==> config.mk <==
export PLATFORM = sky130hd
export DESIGN_NAME = cart_loader
export DESIGN_NICKNAME = d
export VERILOG_FILES = /design/src/rtl/cart_pkg.sv /design/src/rtl/cart_loader.sv
export SDC_FILE = /design/constraint.sdc
export NUM_CORES = 1
export LEC_CHECK = 0
export CAP_MARGIN = 5
export CORE_MARGIN = 4
export CORE_UTILIZATION = 34
export CTS_CLUSTER_SIZE = 12
export DETAILED_ROUTE_END_ITERATION = 12
export PLACE_DENSITY = 0.58
export SLEW_MARGIN = 15
export SYNTH_ARGS = -nofsm -noshare
export SYNTH_HDL_FRONTEND = slang
export SYNTH_SLANG_ARGS = --single-unit
==> constraint.sdc <==
create_clock -name clk_in -period 6.7 [get_ports clk_in]
set_clock_uncertainty 0.05 [all_clocks]
set_input_delay 1.675 -clock clk_in [delete_from_list [all_inputs] [get_ports clk_in]]
set_output_delay 1.675 -clock clk_in [all_outputs]
set_load 0.005 [all_outputs]
==> src/rtl/cart_pkg.sv <==
// cart_pkg: shared types and constants for the cartridge image loader.
//   load_state_t : parser state, also exported on the loader's debug port
//   load_err_t   : failure reason reported on error_code_out
//   DEFAULT_MAGIC: first byte every valid image must start with
package cart_pkg;

  typedef enum logic [2:0] {
    S_MAGIC   = 3'd0,
    S_LEN_HI  = 3'd1,
    S_LEN_LO  = 3'd2,
    S_PAYLOAD = 3'd3,
    S_SUM_HI  = 3'd4,
    S_SUM_LO  = 3'd5,
    S_DONE    = 3'd6,
    S_ERROR   = 3'd7
  } load_state_t;

  typedef enum logic [2:0] {
    ERR_NONE  = 3'd0,
    ERR_MAGIC = 3'd1,
    ERR_LEN   = 3'd2,
    ERR_SUM   = 3'd3,
    ERR_TRUNC = 3'd4
  } load_err_t;

  localparam logic [7:0] DEFAULT_MAGIC = 8'hA5;

  // DONE and ERROR hold until reset; nothing further is parsed there.
  function automatic logic is_terminal(input load_state_t s);
    return (s == S_DONE) || (s == S_ERROR);
  endfunction

endpackage

==> src/rtl/cart_loader.sv <==
// cart_loader: parses a framed cartridge image from the ROM reader byte
// stream, writes the payload into program RAM, verifies a 16-bit additive
// checksum and releases the CPU from reset only for a good image.
//
// Image: MAGIC, LEN_HI, LEN_LO, LEN payload bytes, SUM_HI, SUM_LO.
//
// Ports:
//   clk_in, rst_in          clock, asynchronous active-high reset
//   byte_valid_in, byte_in  one-cycle byte strobe and data from the reader
//   rom_finished_in         level: reader has delivered its last byte
//   mem_we_out/addr/data    program RAM write port (one-cycle pulse)
//   cpu_reset_out           high until a good image has been accepted
//   load_done_out           image loaded and checksum matched
//   load_error_out          load failed; error_code_out gives the reason
//   checksum_out            running payload sum
//   dbg_state_out           current parser state (load_state_t)
//
// Handshake: byte_valid_in is a bare strobe with no ready. The reader
// cannot be stalled, so every strobe in a non-terminal state is consumed
// in the cycle it arrives; back-to-back strobes give one write per cycle.
module cart_loader
  import cart_pkg::*;
#(
  parameter int         RAM_ADDR_W = 14,
  parameter logic [7:0] MAGIC      = DEFAULT_MAGIC
) (
  input  logic                  clk_in,
  input  logic                  rst_in,
  input  logic                  byte_valid_in,
  input  logic [7:0]            byte_in,
  input  logic                  rom_finished_in,
  output logic                  mem_we_out,
  output logic [RAM_ADDR_W-1:0] mem_addr_out,
  output logic [7:0]            mem_data_out,
  output logic                  cpu_reset_out,
  output logic                  load_done_out,
  output logic                  load_error_out,
  output logic [2:0]            error_code_out,
  output logic [15:0]           checksum_out,
  output logic [2:0]            dbg_state_out
);

  // Largest image that fits the RAM; 17 bits so 2**16 is representable.
  localparam logic [16:0] MAX_LEN = 17'd1 << RAM_ADDR_W;

  load_state_t           r_state;
  load_err_t             r_err;
  logic [15:0]           r_len;
  logic [15:0]           r_count;
  logic [RAM_ADDR_W-1:0] r_addr;
  logic [RAM_ADDR_W-1:0] r_wr_addr;
  logic [7:0]            r_wr_data;
  logic                  r_we;
  logic [7:0]            r_sum_hi;
  logic [15:0]           r_checksum;

  load_state_t           w_next_state;
  load_err_t             w_next_err;
  logic                  w_pay_wr;
  logic                  w_len_start;
  logic [15:0]           w_len_full;

  always_ff @(posedge clk_in or posedge rst_in) begin
    if (rst_in) begin
      r_state <= S_MAGIC;
      r_err   <= ERR_NONE;
    end else begin
      r_state <= w_next_state;
      r_err   <= w_next_err;
    end
  end

  always_comb begin
    w_next_state = r_state;
    w_next_err   = r_err;
    w_pay_wr     = 1'b0;
    w_len_start  = 1'b0;
    w_len_full   = {r_len[15:8], byte_in};
    if (!is_terminal(r_state)) begin
      // A byte in the same cycle as finished wins; finished is seen again
      // next cycle once the strobe is gone.
      if (byte_valid_in) begin
        case (r_state)
          S_MAGIC: begin
            if (byte_in == MAGIC) begin
              w_next_state = S_LEN_HI;
            end else begin
              w_next_state = S_ERROR;
              w_next_err   = ERR_MAGIC;
            end
          end
          S_LEN_HI: w_next_state = S_LEN_LO;
          S_LEN_LO: begin
            if ({1'b0, w_len_full} > MAX_LEN) begin
              w_next_state = S_ERROR;
              w_next_err   = ERR_LEN;
            end else if (w_len_full == 16'd0) begin
              w_next_state = S_SUM_HI;
            end else begin
              w_next_state = S_PAYLOAD;
              w_len_start  = 1'b1;
            end
          end
          S_PAYLOAD: begin
            w_pay_wr = 1'b1;
            // r_count is the number of payload bytes already taken.
            if (r_count == r_len - 16'd1) begin
              w_next_state = S_SUM_HI;
            end
          end
          S_SUM_HI: w_next_state = S_SUM_LO;
          S_SUM_LO: begin
            if ({r_sum_hi, byte_in} == r_checksum) begin
              w_next_state = S_DONE;
            end else begin
              w_next_state = S_ERROR;
              w_next_err   = ERR_SUM;
            end
          end
          default: ;
        endcase
      end else if (rom_finished_in) begin
        w_next_state = S_ERROR;
        w_next_err   = ERR_TRUNC;
      end
    end
  end

  always_ff @(posedge clk_in or posedge rst_in) begin
    if (rst_in) begin
      r_len      <= '0;
      r_count    <= '0;
      r_addr     <= '0;
      r_wr_addr  <= '0;
      r_wr_data  <= '0;
      r_we       <= 1'b0;
      r_sum_hi   <= '0;
      r_checksum <= '0;
    end else begin
      r_we <= w_pay_wr;
      if (byte_valid_in && (r_state == S_LEN_HI)) r_len[15:8] <= byte_in;
      if (byte_valid_in && (r_state == S_LEN_LO)) r_len[7:0]  <= byte_in;
      if (byte_valid_in && (r_state == S_SUM_HI)) r_sum_hi    <= byte_in;
      if (w_len_start) begin
        r_count <= '0;
        r_addr  <= '0;
      end
      if (w_pay_wr) begin
        // r_addr may roll over after a full-RAM image, but that value is
        // never presented on the write port.
        r_wr_addr  <= r_addr;
        r_wr_data  <= byte_in;
        r_addr     <= r_addr + RAM_ADDR_W'(1);
        r_count    <= r_count + 16'd1;
        r_checksum <= r_checksum + {8'h00, byte_in};
      end
    end
  end

  assign mem_we_out     = r_we;
  assign mem_addr_out   = r_wr_addr;
  assign mem_data_out   = r_wr_data;
  assign load_done_out  = (r_state == S_DONE);
  assign load_error_out = (r_state == S_ERROR);
  assign cpu_reset_out  = (r_state != S_DONE);
  assign error_code_out = r_err;
  assign checksum_out   = r_checksum;
  assign dbg_state_out  = r_state;

endmodule
==> key figures, run 1 <==
Yosys
  – Syn avg cell area: 9.24 um2
  – Mapped cell area: 5280 um2
  – Number of nets in the synthesized netlist: 595
  – Dominant cell type by area after synthesis: dfrtp_1
  – Most frequently used cell type in the post-synthesis netlist: nand2_1
  – Portion of the post-synthesis area used by sequential elements: 0.469
  – Synth top area cells: dfrtp_1 47%, nand2_1 8.4%, mux2_2 4.3%, xnor2_1 4.1%, xor2_1 3.2%
  – Cell variety after synth: 58
  – Main synth FF type: dfrtp_1
  – Total number of yosys warnings: 0
  – Proportion of netlist area held by the largest area contributor: 0.469
  – Flop and latch count out of synthesis: 99
  – Leading cell types by count after synthesis: 118 x nand2_1, 99 x dfrtp_1, 33 x o21ai_0
  – Async set-or-reset flop fraction in the synthesized netlist: 1.00
  – Number of enable flip-flop cells after synthesis: 0
  – Post-Synthesis Cells: 571

Global routing
  – Congestion Overflow GR: 0
  – First-pass GRT wire length: around 23 mm
  – Initial antenna violation count: 0
  – Via count of the first global-routing pass: 4324
  – Pin count of the biggest net entering global routing: 64
  – Total routing resource utilization after global routing: 0.157

CTS
  – Clock Latency Late Sink: 340 ps
  – PostCTS Resize Cnt: 0
  – Number of CTS-inserted buffers: 9
  – Number of buffers added for setup after CTS: 0
  – Clock tree from TritonCTS: built
  – Number of sinks on the clock net: 99
  – Clock tree root driver cell: clkbuf_16
  – Number of hold-repair buffers added at the cts stage: 0
  – CTS H-tree depth: 3
  – Clock input transition at the sequential cells of the worst setup and hold paths: about 70 ps
  – Clk buf depth: 2

Critical path
  – Launching element type of the critical path: primary input
  – CP arrival: approximately 4500 ps
  – Startpoint of the worst setup timing path: byte_in[0]
  – Type of element capturing the critical path: register
  – Worst setup path end: checksum_out[10]
  – Path depth of the worst reg2reg path: 7
  – Worst reg2reg setup slack: 3830 ps
  – Required time reported for the critical path endpoint: 6880 ps
  – Maximum net fanout on the critical path: 7
  – Crit Path Class: in2reg
  – Reg-to-Reg End: dbg_state_out[0]
  – Startpoint of the worst-slack reg-to-reg timing path: r_len[2]

Placed design
  – Final estimated routing congestion in global placement: 0.862
  – Total of buffers placed on input and output ports: 59
  – Number of placed instances with taps included: 803
  – Dpl hpwl: 9.04 mm

STA
  – Worst relative slew slack: 0.347
  – Setup Total Neg Slack: 0 ps
  – Clock period minus final worst setup slack: 4340 ps
  – Finish-stage setup viols: 0
  – RSZ-0062 raised after global routing: false
  – Timing-limited maximum frequency: 0.230 GHz
  – Slew @ Worst Pin: 975 ps
  – Post-route clock period utilization: 0.648
  – Count of final hold-check violations: 0
  – Total count of max-transition violations in the final report: 0

Power and ir drop
  – Clock share of power: 0.408
  – Cell Pwr Density: 205 nW/um2
  – Combinational group share of total power: 0.102
  – Standby leakage power: 2.85 nW
  – Internal cell power: 988 uW
  – Worst IR drop on VDD: 121 uV
  – Net Sw Power: ~310 uW
  – Fraction of power spent switching nets: 0.240
  – Register share of total power: 0.490

Floorplanning
  – Io pins: 60
  – Horizontal extent of the die: approximately 130 um
  – Core Area: 15200 um2
  – Die boundary height: ~130 um
  – Die outline area: 17600 um2
  – Floorplan row count: 45
  – Starting utilization of the core area: 0.347

Cells and area
  – Post-route insts no fill: 818
  – Antenna diodes: 0
  – Final layout net count: 650
  – Post-synthesis to final-layout area growth: 20.5%
  – Fraction of final layout cells with drive strength greater than 1: 0.0825

Detailed routing
  – Post-DRT Antenna Nets: 0
  – WL final: 13.0 mm
  – Violation count after the first detailed-routing iteration: 283
  – Total number of vias: 4294
  – Remaining routing DRC violations: 0
  – Avg WL per Cell: 15.8 um
  – Initial DRT Pass Iterations: 4
  – Post-DR vias/cell: 5.25

Run status
  – Result of the run: finished, final reports clean

Job
  – Max-cap violation count: 0

Min path
  – Cells on Worst Hold Path: 2
  – Hold/Removal Path Class: reg2reg
[flip-flops by register name (all words and copies together) (netlist names)]
signal / count
error_code_out: 3
mem_data_out: 8
mem_we_out: 1
r_len: 16
dbg_state_out: 3
r_addr: 14
r_sum_hi: 8
mem_addr_out: 14
r_count: 16
checksum_out: 16
[per-stage QoR]
| stage | util | worst slack (ps) | hold WS, ps | power, mW | cell area [um2] |
|---|---|---|---|---|---|
| after floorplan | - | 2380 | 402 | 0.718 | 5280 |
| after global placement | 0.398 | 2070 | 411 | 0.780 | 6050 |
| after detailed placement | 0.398 | 2050 | 411 | 0.781 | 6050 |
| after CTS | 0.418 | 2400 | 436 | 1.32 | 6350 |
| after global routing | 0.418 | 2170 | 458 | 1.36 | 6360 |
| final | 0.418 | 2360 | 431 | 1.30 | 6360 |
[worst max-delay path, stage by stage]
cell and delay [ps]:
clkdlybuf4s50_1 730, ha_1 250, inv_1 60, fa_1 420, nor2b_1 130, o21ai_0 100, a21boi_0 240, o21ai_0 140
a21oi_1 360, o2111ai_1 230, xnor2_1 170
[power by group through the flow]
| stage | combinational (mW) | clock [mW] | sequential [mW] |
|---|---|---|---|
| after floorplan | 0.0796 | 0 | 0.638 |
| after global placement | 0.132 | 0 | 0.648 |
| after detailed placement | 0.133 | 0 | 0.648 |
| after CTS | 0.134 | 0.548 | 0.637 |
| after global routing | 0.150 | 0.570 | 0.640 |
| final | 0.132 | 0.531 | 0.637 |
[kinds of logic (layout without fill, tap and decap cells)]
kind of cell    count (synthesis)  in the layout  synth area share
compound gates                110            110             0.127
xor+xnor                       44             44            0.0730
fa+ha+maj                      12             12            0.0299
buf+inv                        37             96            0.0294
flops                          99             99             0.469
mux                            22             22            0.0474
simple gates                  247            247             0.224
[per-layer routing]
| metal | routed length (um) | track usage |
|---|---|---|
| met5 | 0 | 0 |
| met3 | 573 | 0.0346 |
| met4 | 161 | 0.0502 |
| met2 | 5790 | 0.232 |
| met1 | 6440 | 0.229 |
[layout by cell type (no fill, tap or decap), types with 3 or more instances in the layout]
cell / Yosys / layout
nand3_1: 29 / 28
ha_1: 11 / 11
clkbuf_16: 0 / 9
xor2_1: 19 / 19
o211ai_1: 5 / 5
nor4_1: 8 / 8
clkdlybuf4s50_1: 0 / 59
nor3_1: 9 / 8
nor2b_1: 4 / 4
nand2_1: 118 / 118
nor2_1: 28 / 28
o2111ai_1: 4 / 4
inv_1: 18 / 17
o21ai_0: 33 / 33
nand2b_1: 6 / 6
mux2_2: 20 / 20
a31oi_1: 4 / 4
buf_4: 0 / 3
nand4_1: 13 / 13
xnor2_1: 25 / 25
and3_1: 10 / 10
o21ai_1: 24 / 24
o31ai_1: 8 / 8
a21oi_1: 14 / 14
a21o_1: 3 / 3
dfrtp_1: 99 / 99
[worst min path at each step]
stage,from,to
after global placement,mem_addr_out[5],mem_addr_out[5]
after global routing,mem_addr_out[11],mem_addr_out[11]
after detailed placement,mem_addr_out[2],mem_addr_out[2]
after floorplan,r_addr[13],r_addr[13]
final,mem_addr_out[9],mem_addr_out[9]
after CTS,mem_addr_out[5],mem_addr_out[5]
[cell type report]
cell class	instances	area, um2
clock buffers	11	253
fillers	1519	8840
well taps	188	235
multi-input cells	435	2660
inverters	19	73.8
clock inverters	4	50.0
repair buffers	62	613
flip-flops and latches	99	2480
Note: power is estimated with default switching activity, not from simulation.
==> run 2: changes to the inputs <==
--- a/config.mk
+++ b/config.mk
@@ -10,7 +10,7 @@
 export CORE_UTILIZATION = 34
 export CTS_CLUSTER_SIZE = 12
 export DETAILED_ROUTE_END_ITERATION = 12
-export PLACE_DENSITY = 0.58
+export PLACE_DENSITY = 0.6
 export SLEW_MARGIN = 15
 export SYNTH_ARGS = -nofsm -noshare
 export SYNTH_HDL_FRONTEND = slang
==> constraint.sdc (replaced) <==
create_clock -name clk_in -period 3.68 [get_ports clk_in]
set_clock_uncertainty 0.05 [all_clocks]
set_input_delay 0.92 -clock clk_in [delete_from_list [all_inputs] [get_ports clk_in]]
set_output_delay 0.92 -clock clk_in [all_outputs]
set_load 0.005 [all_outputs]
==> key figures, run 2 (synthesized netlist as in run 1, its figures left out) <==
Run status
  – Result of the run: finished, final reports clean

CTS
  – Clk buf depth: 2
  – Number of CTS-inserted buffers: 9
  – PostCTS Resize Cnt: 0
  – Clock Latency Late Sink: 340 ps
  – Number of buffers added for setup after CTS: 0
  – Clock tree from TritonCTS: built
  – Number of sinks on the clock net: a little under 100
  – Clock input transition at the sequential cells of the worst setup and hold paths: 70 ps
  – Number of hold-repair buffers added at the cts stage: 0
  – CTS H-tree depth: 3
  – Clock tree root driver cell: clkbuf_16

Power and ir drop
  – Standby leakage power: 2.98 nW
  – Worst IR drop on VDD: 206 uV
  – Cell Pwr Density: 353 nW/um2

Global routing
  – Pin count of the biggest net entering global routing: 100
  – Via count of the first global-routing pass: 4314
  – First-pass GRT wire length: 23.1 mm
  – Congestion Overflow GR: 0
  – Initial antenna violation count: 0
  – Total routing resource utilization after global routing: 0.160

Cells and area
  – Antenna diodes: 0
  – Leading cell type in the layout, fill and taps excluded: nand2_1
  – # fillers: around 1500
  – Fraction of final layout cells with drive strength greater than 1: 0.116
  – Final layout net count: 677
  – Post-synthesis to final-layout area growth: 24.1%
  – Most used cells in the layout excluding fill and tap cells: 118 x nand2_1, 99 x dfrtp_1, 59 x clkdlybuf4s50_1
  – Post-route insts no fill: 846

Critical path
  – Type of element capturing the critical path: register
  – Crit Path Class: in2reg
  – Launching element type of the critical path: primary input
  – Required time reported for the critical path endpoint: slightly below 4000 ps
  – CP arrival: 3680 ps
  – Maximum net fanout on the critical path: 4

STA
  – Timing-limited maximum frequency: approximately 0.29 GHz
  – Total count of max-transition violations in the final report: 0
  – Slew @ Worst Pin: roughly 600 ps
  – Post-route clock period utilization: 0.952
  – Clock period minus final worst setup slack: 3500 ps
  – Worst Setup Slack, final: 177 ps
  – RSZ-0062 raised after global routing: false
  – Worst relative slew slack: 0.601
  – Count of final hold-check violations: 0
  – Finish-stage setup viols: 0

Detailed routing
  – Post-DR vias/cell: 5.25
  – Remaining routing DRC violations: 0
  – Post-DRT Antenna Nets: 0
  – Total number of vias: 4444
  – Initial DRT Pass Iterations: 4
  – WL final: 13.7 mm
  – Avg WL per Cell: 16.1 um
  – Violation count after the first detailed-routing iteration: 311

Floorplanning
  – Floorplan row count: 45
  – Die outline area: ~18000 um2
  – Io pins: 60
  – Horizontal extent of the die: 133 um
  – Core Area: 15200 um2
  – Die boundary height: approximately 130 um
  – Starting utilization of the core area: 0.347

Placed design
  – Dpl hpwl: 9.66 mm
  – Post-Place Setup Slack: -79.3 ps
  – Final estimated routing congestion in global placement: 0.864
  – Number of placed instances with taps included: 830
  – Total of buffers placed on input and output ports: 59

Min path
  – Hold/Removal Path Class: reg2reg

Job
  – Max-cap violation count: 0
-- run 2: layer usage --
layer / share of wire / GRT usage / up-vias
met3: 0.056 / 0.0365 / 13
met4: 0.018 / 0.0531 / 0
met1: 0.49 / 0.232 / 2148
met2: 0.44 / 0.237 / 118
li1: - / - / 2165
met5: 0 / 0 / -
-- run 2: worst paths after layout --
check | start | slack, ps | to | cells past startpoint
worst max-delay path | byte_in[0] | 180 | checksum_out[14] | 11
worst min-delay path | mem_addr_out[10] | 430 | mem_addr_out[10] | 2
worst max register to register | r_len[2] | 840 | dbg_state_out[0] | 7
worst min register to register | mem_addr_out[10] | 430 | mem_addr_out[10] | 2
max in group asynchronous | rst_in | 2180 | dbg_state_out[0] | 3
min in group asynchronous | rst_in | 990 | mem_addr_out[12] | 3
-- run 2: worst max-delay path: stages --
cell	delay [ps]
clkdlybuf4s50_1	560
ha_1	220
inv_1	60
fa_1	420
nor2b_1	120
o21ai_0	170
a21boi_0	330
o21ai_0	170
a21oi_1	340
o2111ai_1	210
xnor2_1	160
-- run 2: stage by stage --
stage | hold slack [ps] | util | area (um2) | TNS [ps] | total power [mW]
global route | 456 | 0.431 | 6550 | 0 | 2.42
floorplan | 402 | - | 5280 | 0 | 1.31
CTS | 431 | 0.431 | 6550 | 0 | 2.34
detailed placement | 412 | 0.413 | 6280 | -903 | 1.44
finish | 426 | 0.431 | 6550 | 0 | 2.31
global placement | 411 | 0.413 | 6280 | -314 | 1.44
-- run 2: final cells by class --
cell class                      instances  area (um2)  share of cell area
Tap cell                              188         235              0.0359
Inverter                               19        73.8              0.0113
Sequential cell                        99        2480               0.378
Timing Repair Buffer                   89         841               0.128
Clock buffer                           12         236              0.0361
Clock inverter                          4        35.0             0.00535
Multi-Input combinational cell        435        2650               0.405
-- run 2: power by group --
part | switching (mW) | internal [mW] | total, mW
sequential | 0.0420 | 1.12 | 1.16
clock | 0.425 | 0.467 | 0.892
combinational | 0.127 | 0.133 | 0.259
total | 0.593 | 1.72 | 2.31
==> run 3: changes to the inputs <==
--- a/config.mk
+++ b/config.mk
@@ -7,10 +7,10 @@
 export LEC_CHECK = 0
 export CAP_MARGIN = 5
 export CORE_MARGIN = 4
-export CORE_UTILIZATION = 34
+export CORE_UTILIZATION = 50
 export CTS_CLUSTER_SIZE = 12
 export DETAILED_ROUTE_END_ITERATION = 12
-export PLACE_DENSITY = 0.6
+export PLACE_DENSITY = 0.8
 export SLEW_MARGIN = 15
 export SYNTH_ARGS = -nofsm -noshare
 export SYNTH_HDL_FRONTEND = slang
==> key figures, run 3 (synthesized netlist as in run 1, its figures left out) <==
CTS
  – Clock input transition at the sequential cells of the worst setup and hold paths: 90 ps
  – Clock Latency Late Sink: 370 ps
  – PostCTS Resize Cnt: 0
  – Clock tree root driver cell: clkbuf_8
  – Number of CTS-inserted buffers: 9
  – Number of hold-repair buffers added at the cts stage: 0
  – CTS H-tree depth: 3
  – Clk buf depth: 2
  – Number of sinks on the clock net: between 90 and 100
  – Clock tree from TritonCTS: built
  – Number of buffers added for setup after CTS: 0

STA
  – Post-route clock period utilization: 0.904
  – Count of final hold-check violations: 0
  – Setup Total Neg Slack: 0 ps
  – Worst Setup Slack, final: 352 ps
  – Total count of max-transition violations in the final report: 0
  – Clock period minus final worst setup slack: 3330 ps
  – Finish-stage setup viols: 0
  – Slew @ Worst Pin: 701 ps
  – RSZ-0062 raised after global routing: false
  – Worst relative slew slack: 0.531
  – Timing-limited maximum frequency: 0.300 GHz

Cells and area
  – Antenna diodes: 0
  – Sequential Area: 2480 um2
  – Final layout net count: 667
  – Leading cell type in the layout, fill and taps excluded: nand2_1
  – Post-synthesis to final-layout area growth: 19.2%
  – Most used cells in the layout excluding fill and tap cells: 118 x nand2_1, 99 x dfrtp_1, 59 x clkdlybuf4s50_1
  – Multi-input combinational cell area: 2650 um2
  – Fraction of final layout cells with drive strength greater than 1: 0.104
  – # fillers: 853

Power and ir drop
  – Standby leakage power: just under 3 nW
  – Worst IR drop on VDD: 208 uV
  – Cell Pwr Density: around 330 nW/um2

Placed design
  – Dpl hpwl: ~9.2 mm
  – Final estimated routing congestion in global placement: 0.881
  – Post-Place Setup Slack: 0.794 ps
  – Total of buffers placed on input and output ports: 59

Global routing
  – Congestion Overflow GR: 0
  – Initial antenna violation count: 0
  – Via count of the first global-routing pass: 4282
  – First-pass GRT wire length: 21.9 mm
  – Total routing resource utilization after global routing: 0.216
  – Pin count of the biggest net entering global routing: 55

Detailed routing
  – Total number of vias: 4511
  – WL final: 13.0 mm
  – Avg WL per Cell: 16.6 um
  – Violation count after the first detailed-routing iteration: 322
  – Remaining routing DRC violations: 0
  – Post-DR vias/cell: ~5.8
  – Initial DRT Pass Iterations: 5
  – Post-DRT Antenna Nets: 0

Critical path
  – Crit Path Class: in2reg
  – Startpoint of the worst-slack reg-to-reg timing path: r_len[2]
  – Required time reported for the critical path endpoint: between 3000 and 4000 ps
  – Worst reg2reg setup slack: 800 ps
  – Reg-to-Reg End: dbg_state_out[0]
  – Worst setup path end: r_addr[12]
  – Type of element capturing the critical path: register
  – Launching element type of the critical path: primary input
  – Maximum net fanout on the critical path: 12
  – Startpoint of the worst setup timing path: byte_in[6]
  – CP arrival: 3520 ps
  – Path depth of the worst reg2reg path: 7

Run status
  – Result of the run: finished, final reports clean

Floorplanning
  – Die boundary height: 111 um
  – Die outline area: 12300 um2
  – Floorplan row count: 37
  – Horizontal extent of the die: 111 um
  – Core Area: 10300 um2
  – Io pins: 60
  – Starting utilization of the core area: 0.511

Min path
  – Hold/Removal Path Class: reg2reg
  – Cells on Worst Hold Path: 2

Job
  – Max-cap violation count: 0
-- run 3: layer usage --
| layer | GRT usage | part of all wire | routed length (um) |
|---|---|---|---|
| met5 | 0 | 0 | 0 |
| met3 | 0.0404 | 0.067 | 865 |
| met1 | 0.306 | 0.45 | 5810 |
| met2 | 0.337 | 0.47 | 6100 |
| met4 | 0.0657 | 0.015 | 200 |
-- run 3: worst min-delay path by stage --
stage / slack (ps) / to / start
floorplan: 400 / r_addr[13] / r_addr[13]
global placement: 410 / mem_addr_out[4] / mem_addr_out[4]
detailed placement: 410 / mem_addr_out[0] / mem_addr_out[0]
CTS: 430 / mem_addr_out[11] / mem_addr_out[11]
global route: 460 / mem_addr_out[9] / mem_addr_out[9]
finish: 430 / mem_addr_out[11] / mem_addr_out[11]
-- run 3: cell type report --
class	count	share of cell area
multi-input combinational	435	0.421
clock inverter	4	0.00418
tap	136	0.0270
timing repair buffer	79	0.120
sequential	99	0.394
clock buffer	11	0.0225
inverter	19	0.0117
-- run 3: per-stage QoR --
| step | std cells | hold slack [ps] | power (mW) | utilization | area, um2 |
|---|---|---|---|---|---|
| 6_report | 783 | 428 | 2.05 | 0.610 | 6290 |
| 5_1_grt | 783 | 457 | 2.14 | 0.610 | 6290 |
| 4_1_cts | 783 | 434 | 2.07 | 0.610 | 6290 |
| 3_5_place_dp | 768 | 411 | 1.44 | 0.593 | 6120 |
| 3_3_place_gp | 768 | 410 | 1.42 | 0.593 | 6120 |
| 2_1_floorplan | 571 | 402 | 1.31 | - | 5280 |
-- run 3: power breakdown --
group | leakage [nW] | switching, mW | internal, mW
combinational | 1.47 | 0.126 | 0.130
clock | 0.0856 | 0.378 | 0.262
sequential | 1.33 | 0.0402 | 1.12
total | 2.88 | 0.545 | 1.51
-- run 3: worst max-delay path, stage by stage --
cell	delay, ps
clkdlybuf4s50_1	460
or4_4	580
or3_1	410
or3_4	370
nand2_1	90
nand2_1	320
o311ai_0	240
o41ai_1	120
